**src/rtl/zamek_pkg.sv**
```systemverilog
// Shared constants for the code-lock sequencer.
//   ST_*     : debug state encoding driven on zamek_ctrl.state
//   DIGIT_W  : width of one BCD code digit
package zamek_pkg;

  localparam int unsigned DIGIT_W = 4;

  localparam logic [1:0] ST_ENTRY   = 2'd0;
  localparam logic [1:0] ST_CHECK   = 2'd1;
  localparam logic [1:0] ST_OPEN    = 2'd2;
  localparam logic [1:0] ST_LOCKOUT = 2'd3;

endpackage

```
**src/rtl/zamek_ctrl_cnt.sv**
```systemverilog
// Modulo-N up-counter with synchronous clear (clear wins over enable).
//   clk : clock
//   clr : synchronous clear to 0
//   ce  : count enable, wraps MODULUS-1 -> 0
//   q   : registered count
module zamek_ctrl_cnt #(
  parameter int unsigned WIDTH   = 4,
  parameter int unsigned MODULUS = 10
) (
  input  logic             clk,
  input  logic             clr,
  input  logic             ce,
  output logic [WIDTH-1:0] q
);

  logic [WIDTH-1:0] q_d;
  logic [WIDTH-1:0] q_q;

  // Next count
  always_comb begin
    q_d = q_q;
    if (clr) begin
      q_d = '0;
    end else if (ce) begin
      q_d = (q_q == WIDTH'(MODULUS - 1)) ? '0 : q_q + WIDTH'(1);
    end
  end

  always_ff @(posedge clk) begin
    q_q <= q_d;
  end

  assign q = q_q;

endmodule

```
**src/rtl/zamek_ctrl.sv**
```systemverilog
// Code-lock sequencer: digit entry, code check, timed open window and
// timed alarm lockout after MAX_ERR consecutive wrong codes.
//   clk, clr_n      : clock, synchronous active-low reset
//   btn_inc/ok/lock : single-cycle button pulses
//   code            : stored BCD code, position 0 in the MS nibble
//   digit, pos      : digit being entered and its index
//   unlocked, alarm : lock open / lockout active (never both)
//   err_cnt         : consecutive wrong entries
//   state           : debug state (ENTRY/CHECK/OPEN/LOCKOUT)
module zamek_ctrl
  import zamek_pkg::*;
#(
  parameter int unsigned DIGITS         = 4,
  parameter int unsigned MAX_ERR        = 3,
  parameter int unsigned OPEN_CYCLES    = 100,
  parameter int unsigned LOCKOUT_CYCLES = 1000,
  localparam int unsigned PW   = (DIGITS > 1) ? $clog2(DIGITS) : 1,
  localparam int unsigned EW   = $clog2(MAX_ERR + 1),
  localparam int unsigned TMAX = (OPEN_CYCLES > LOCKOUT_CYCLES) ? OPEN_CYCLES : LOCKOUT_CYCLES,
  localparam int unsigned TW   = $clog2(TMAX + 1)
) (
  input  logic                        clk,
  input  logic                        clr_n,
  input  logic                        btn_inc,
  input  logic                        btn_ok,
  input  logic                        btn_lock,
  input  logic [DIGIT_W*DIGITS-1:0]   code,
  output logic [DIGIT_W-1:0]          digit,
  output logic [PW-1:0]               pos,
  output logic                        unlocked,
  output logic                        alarm,
  output logic [EW-1:0]               err_cnt,
  output logic [1:0]                  state
);

  logic [1:0]         state_d,    state_q;
  logic [PW-1:0]      pos_d,      pos_q;
  logic               mismatch_d, mismatch_q;
  logic [TW-1:0]      timer_d,    timer_q;
  logic               unlocked_d, unlocked_q;
  logic               alarm_d,    alarm_q;
  logic [EW-1:0]      err_cnt_d,  err_cnt_q;

  logic [DIGIT_W-1:0] digit_q;
  logic [DIGIT_W-1:0] code_nib_c;
  logic               commit_c;
  logic               abort_c;
  logic               check_exit_c;
  logic               digit_ce_c;
  logic               digit_clr_c;

  // Code nibble at the current position (position 0 is the MS nibble)
  always_comb begin
    code_nib_c = '0;
    for (int i = 0; i < int'(DIGITS); i++) begin
      if (pos_q == PW'(i)) begin
        code_nib_c = code[DIGIT_W*(DIGITS-1-i) +: DIGIT_W];
      end
    end
  end

  // Next-state and output logic
  always_comb begin
    state_d      = state_q;
    pos_d        = pos_q;
    mismatch_d   = mismatch_q;
    timer_d      = timer_q;
    unlocked_d   = unlocked_q;
    alarm_d      = alarm_q;
    err_cnt_d    = err_cnt_q;
    commit_c     = 1'b0;
    abort_c      = 1'b0;
    check_exit_c = 1'b0;
    digit_ce_c   = 1'b0;

    case (state_q)
      ST_ENTRY: begin
        digit_ce_c = btn_inc & ~btn_ok & ~btn_lock;
        if (btn_lock) begin
          abort_c    = 1'b1;
          pos_d      = '0;
          mismatch_d = 1'b0;
        end else if (btn_ok) begin
          // Digit is at most 9, so a code nibble above 9 always mismatches
          commit_c   = 1'b1;
          mismatch_d = mismatch_q | (digit_q != code_nib_c);
          if (pos_q == PW'(DIGITS - 1)) begin
            pos_d   = '0;
            state_d = ST_CHECK;
          end else begin
            pos_d = pos_q + PW'(1);
          end
        end
      end

      ST_CHECK: begin
        check_exit_c = 1'b1;
        mismatch_d   = 1'b0;
        if (!mismatch_q) begin
          err_cnt_d  = '0;
          timer_d    = TW'(OPEN_CYCLES);
          unlocked_d = 1'b1;
          state_d    = ST_OPEN;
        end else if (32'(err_cnt_q) + 32'd1 == MAX_ERR) begin
          err_cnt_d = EW'(MAX_ERR);
          timer_d   = TW'(LOCKOUT_CYCLES);
          alarm_d   = 1'b1;
          state_d   = ST_LOCKOUT;
        end else begin
          err_cnt_d = err_cnt_q + EW'(1);
          state_d   = ST_ENTRY;
        end
      end

      ST_OPEN: begin
        if (btn_lock || timer_q == TW'(1)) begin
          unlocked_d = 1'b0;
          timer_d    = '0;
          state_d    = ST_ENTRY;
        end else begin
          timer_d = timer_q - TW'(1);
        end
      end

      ST_LOCKOUT: begin
        if (timer_q == TW'(1)) begin
          alarm_d   = 1'b0;
          err_cnt_d = '0;
          timer_d   = '0;
          state_d   = ST_ENTRY;
        end else begin
          timer_d = timer_q - TW'(1);
        end
      end

      default: state_d = ST_ENTRY;
    endcase

    digit_clr_c = ~clr_n | commit_c | abort_c | check_exit_c;
  end

  always_ff @(posedge clk) begin
    if (!clr_n) begin
      state_q    <= ST_ENTRY;
      pos_q      <= '0;
      mismatch_q <= 1'b0;
      timer_q    <= '0;
      unlocked_q <= 1'b0;
      alarm_q    <= 1'b0;
      err_cnt_q  <= '0;
    end else begin
      state_q    <= state_d;
      pos_q      <= pos_d;
      mismatch_q <= mismatch_d;
      timer_q    <= timer_d;
      unlocked_q <= unlocked_d;
      alarm_q    <= alarm_d;
      err_cnt_q  <= err_cnt_d;
    end
  end

  // Digit entry counter
  zamek_ctrl_cnt #(
    .WIDTH   (DIGIT_W),
    .MODULUS (10)
  ) u_digit_cnt (
    .clk (clk),
    .clr (digit_clr_c),
    .ce  (digit_ce_c),
    .q   (digit_q)
  );

  assign digit    = digit_q;
  assign pos      = pos_q;
  assign unlocked = unlocked_q;
  assign alarm    = alarm_q;
  assign err_cnt  = err_cnt_q;
  assign state    = state_q;

endmodule

```
**config.mk**
```make
export PLATFORM = sky130hd
export DESIGN_NAME = zamek_ctrl
export DESIGN_NICKNAME = d
export VERILOG_FILES = /design/src/rtl/zamek_pkg.sv /design/src/rtl/zamek_ctrl_cnt.sv /design/src/rtl/zamek_ctrl.sv
export SDC_FILE = /design/constraint.sdc
export NUM_CORES = 1
export LEC_CHECK = 0
export ABC_AREA = 1
export ABC_CLOCK_PERIOD_IN_PS = 3400
export CORE_MARGIN = 4
export CORE_UTILIZATION = 54
export CTS_CLUSTER_SIZE = 30
export DETAILED_ROUTE_END_ITERATION = 8
export MAX_ROUTING_LAYER = met4
export PLACE_DENSITY = 0.84
export SKIP_LAST_GASP = 1
export SLEW_MARGIN = 20
export SYNTH_ARGS = -nofsm -noshare
export SYNTH_HDL_FRONTEND = slang
export SYNTH_SLANG_ARGS = --single-unit
```
**constraint.sdc**
```tcl
create_clock -name clk -period 3.4 [get_ports clk]
set_input_delay 0.68 -clock clk [delete_from_list [all_inputs] [get_ports clk]]
set_output_delay 0.68 -clock clk [all_outputs]
set_load 0.03 [all_outputs]
```
# Word level (Yosys, flattened, before mapping)
# Index checks and enable logic that the tools add are counted.
# op_classes
addsub	5
multipliers	0
n_div	0
order_cmp	0
eq_ne	20
shifts	0
muxes	41
n_bitwise	9
reduce_logical	15
# op_table
operator	count
10-bit 2-to-1 mux	4
10-bit one-hot mux with 3 select lines	1
2-bit 2-to-1 mux	12
4-bit 2-to-1 mux	5
2-bit inequality test, second input constant	8
1-bit 2-to-1 mux	14
10-bit by 1-bit == test with 1-bit output, second input constant	1
10-bit by 1-bit subtractor with 10-bit output, second input constant	1
2-bit == test, second input constant	4
2-bit one-hot mux with 4 select lines	1
2-bit AND reduction	4
2-bit nonzero test	4
3-bit inequality test, second input constant	2
1-bit one-hot mux with 2 select lines	3
5-bit AND reduction	1
2-bit by 1-bit adder with 2-bit output, second input constant	2
4-bit by 1-bit adder with 4-bit output, second input constant	1
2-bit by 1-bit == test with 1-bit output, second input constant	2
4-bit == test, second input constant	1
2-bit zero test	2
4-bit inequality test	1
1-bit bitwise OR	4
2-bit one-hot mux with 2 select lines	1
4-bit AND reduction	1
other kinds (7)	10
# word_totals
register_bits	23
latchBits	0
ramBits	0
romBits	0
in_bits	21
output_inout_bits	12
wordCells	98
n_memories	0

# Depth between registers and ports, before layout
# depth
word_depth	10
depth_mapped	13

# By module
# A second synthesis with hierarchy kept.
# hier_totals
hier_cells	238
area_unflattened_um2	1549.0
# modules_own_cells
mod	instances	cells_each	area_each_um2	seq_area_each_um2
zamek_ctrl	1	212	1367.6	380.4
zamek_ctrl_cnt	1	26	181.4	80.1

# Least setup slack after synthesis
# Ideal clock, no wire load.
# synth_path
path_type	reg-to-reg
startpoint	register pos_q[0] (netlist: pos[0])
endpoint	register mismatch_q
setup_time_ns	0.112
arrival_ns	1.548
required_ns	3.288
path_slack_ns	1.740
stages_incl_launch_ff	13
path_buffers	0
path_cell_list	dfxtp_1 > inv_1 > ha_1 > inv_1 > nor2_1 > nor2_1 > nand2_1 > nand3_1 > nand3_1 > nor2_1 > nand2_1 > nand2_1 > nand2_1
# synth_between
elab_chain_len	10
# synth_rtl
item	line	source
from (decl)	zamek_ctrl.sv:37	logic [PW-1:0] pos_d, pos_q;
from (signal assigned)	zamek_ctrl.sv:153	pos_q <= pos_d;
2-bit zero test	zamek_ctrl.sv:56	if (pos_q == PW'(i)) begin
4-bit 2-to-1 mux (3 in series)	zamek_ctrl.sv:56	
4-bit 2-to-1 mux (*)	zamek_ctrl.sv:56	
4-bit inequality test (*)	zamek_ctrl.sv:86	mismatch_d = mismatch_q | (digit_q != code_nib_c);
1-bit bitwise OR (*)	zamek_ctrl.sv:86	
1-bit 2-to-1 mux (*)	zamek_ctrl.sv:83	end else if (btn_ok) begin
1-bit 2-to-1 mux (*)	zamek_ctrl.sv:79	if (btn_lock) begin
1-bit one-hot mux with 2 select lines (*)	zamek_ctrl.sv:76	case (state_q)
to (signal assigned)	zamek_ctrl.sv:154	mismatch_q <= mismatch_d;
to (decl)	zamek_ctrl.sv:38	logic mismatch_d, mismatch_q;
# Every way passes the cells marked *; elsewhere a longest branch is shown, timed or not. The select of a mux whose other input is x is not followed.
# A chain may end at the register's enable or synchronous reset.

# Worst setup path after layout
# layout_path
startpoint	register state_q[1] (netlist: state[1])
endpoint	output state[1]
# layout_lines
item	line	source
from (decl)	zamek_ctrl.sv:36	logic [1:0] state_d, state_q;
from (signal assigned)	zamek_ctrl.sv:152	state_q <= state_d;
to (decl)	zamek_ctrl.sv:33	output logic [1:0] state
# No word-level cell between the ends.

==> metrics <==
sequential fraction of design power=56.9%; Yosys top cell by area=dfxtp_1; PwrDens=252 nW/um^2; slowest CP cell=clkdlybuf4s50_1; crit-path max cell delay=0.76 ns; Distinct cells, synth=33; post-synth top area share=30.0%; prevailing post-synth register cell=dfxtp_1; RD Place Congestion=0.903; Avg WL per Cell=11.4 um; CP required=2.72 ns; Synth Cell Area=1540 sq um; crit-path cells=clkdlybuf4s50_1; clock buffer depth=2; count of max-cap constraint violations=0; initial core utilization=56.2%; Hold-fix buffers, CTS=0; switching pwr=127 uW; GR Overflow Total=0; Synth Area in Compound Gates=14.8%; CTS clk-pin slew, worst paths=0.13 ns; row cnt=19; first-pass GRT wire length=5.49 mm; maximum vdd drop=0.000272 V; Crit Path Category=flip-flop to primary output; die width=61.3 um; Area Overhead vs Synth=24.4%; Async S/R FF share, synth=0%; largest family of logic cells by synthesized area=simple AND/OR/NAND/NOR gates; finished layout cell area=1910 sq um; R2R cell count=9; register bit total from synthesis=23; Die Y=61.3 um; CP Capture Type=primary output; DR DRC count=0; number of setup violations in the final report=0; Tmin final=2.39 ns; startpoint types=flip-flop; Sw Ratio=26.3%; Worst Tran Pin Value=0.447 ns; crit path DAT=1.71 ns; endpoints failing hold=0; Root Buffer=clkbuf_4; average size of a mapped cell=6.56 sq um; Crit path max-delay family=buffers and inverters; Final ANT Viol Nets=0; diode count=0; hold path depth=2; Placed Area=1880 sq um; adder-cell share of the synthesized area=5.70%; io pins=33; Comb power frac=15.8%; vias per cell=5.13; CP Depth=1; RSZ-0062 raised after global routing=false; Core Util, Final=69.9%; via count=1535; Cells after Synth=234; Placed Cells=295; Synth Net Count=262; xor/xnor share of the synthesized area=1.71%; core area=2730 sq um; CTS buffer count=3; Pint=355 uW; layout cells sized above 1=11.2%; FMAX=419 MHz; top area cells in the synthesized netlist=dfxtp_1 (30%), nand2_1 (14%), a21oi_1 (7.8%), inv_1 (7.8%), nand3_1 (6.2%); CTS tree=done; DRT iter0 DRCs=89; WP buf/inv=1; worst hold path class=flip-flop to flip-flop; mux contribution to synthesized area=0%; yosys warns=0; register area share after synthesis=30.0%; Max Slew Vio Count=0; number of global-route vias before repair=1315; worst-path fanout max=12; port bufs=32; synth cell count leaders=nand2_1 (56), inv_1 (32), a21oi_1 (24); setup bufs post-CTS=0; clock latency at the later pin of the worst-skew pair=0.32 ns; initial antenna violation count=0; H-tree levels=1; DIE AREA=3760 sq um; top-count cell post-synth=nand2_1; Total Routed Length=3.40 mm; HPWL after DPL=2.76 mm; Post-synth EDFFs=0; Total Nets Final=297; Slew headroom=70.1%; Sum Neg Setup Slack=0 ns; leak pwr=0.000801 uW; Clk pwr share=27.2%; GRT Total Usage=19.8%; outcome=completed; Final Non-Filler Cells=299; Sink Count=23; DR pass1 iterations=4; pin count of the biggest net entering global routing=15; PostCTS Resize Cnt=0; simple-gate share of the synthesized area=38.0%; Tcrit/Tclk final=70.2%; Clock Skew=0.00108 ns
[cell usage in the layout (no fill, tap or decap), drive strengths merged, types with 2 or more instances in the layout]
master,synthesis,routed
xnor2,2,2
nand3b,2,2
dfxtp,23,23
nand3,20,20
inv,37,37
a21oi,25,25
o21ai,12,12
or2,5,5
o31ai,2,2
clkdlybuf4s50,0,32
nor3,6,6
nor2,28,28
nand2,58,58
ha,7,7
clkbuf,1,3
[cell families after synthesis]
kind of cell,after synthesis
flops,23
xor+xnor,3
simple gates,120
buf+inv,39
compound gates,42
fa+ha+maj,7
[flip-flops by register name, indices dropped and copies added (netlist names)]
name / flops
unlocked: 1
timer_q: 10
err_cnt: 2
mismatch_q: 1
state: 2
alarm: 1
u_digit_cnt.q: 4
pos: 2
[area by class of cell]
| class | count | area [sq um] |
|---|---|---|
| multi-input cells | 172 | 925 |
| flip-flops and latches | 23 | 460 |
| fillers | 250 | 823 |
| well taps | 31 | 38.8 |
| clock buffers | 3 | 22.5 |
| inverters | 37 | 139 |
| repair buffers | 32 | 320 |
| clock inverters | 1 | 5.00 |
[path summary, 6_finish.rpt]
check,startpoint,endpoint,slack [ns]
worst max-delay path,state[1]$_SDFFE_PN0P_,state[1],1.01
worst min-delay path,unlocked$_SDFFE_PN0P_,unlocked$_SDFFE_PN0P_,0.48
worst max register to register,timer_q[1]$_SDFFE_PN0P_,timer_q[8]$_SDFFE_PN0P_,1.81
worst min register to register,unlocked$_SDFFE_PN0P_,unlocked$_SDFFE_PN0P_,0.48
[power by group through the flow]
stage / registers [uW] / clock network (uW) / logic, uW
global placement: 280 / 0 / 75.7
finish: 274 / 131 / 76.2
global route: 275 / 144 / 86.2
floorplan: 282 / 0 / 40.1
CTS: 274 / 132 / 76.8
detailed placement: 280 / 0 / 76.4
[layer usage]
layer | routed length, um | up-vias | track usage, %
met5 | 0 | - | -
met4 | 72 | 0 | 7.12
met3 | 206 | 7 | 4.19
met2 | 1570 | 31 | 32.3
met1 | 1550 | 677 | 24.0
li1 | - | 820 | -
[stage by stage]
stage	total power, uW	setup slack, ns	hold slack (ns)
2_1_floorplan	322	1.74	0.454
3_3_place_gp	356	1.27	0.463
3_5_place_dp	357	1.21	0.467
4_1_cts	484	1.00	0.486
5_1_grt	505	0.930	0.520
6_report	482	1.01	0.479
No activity file was read; power rests on OpenSTA's default activity.
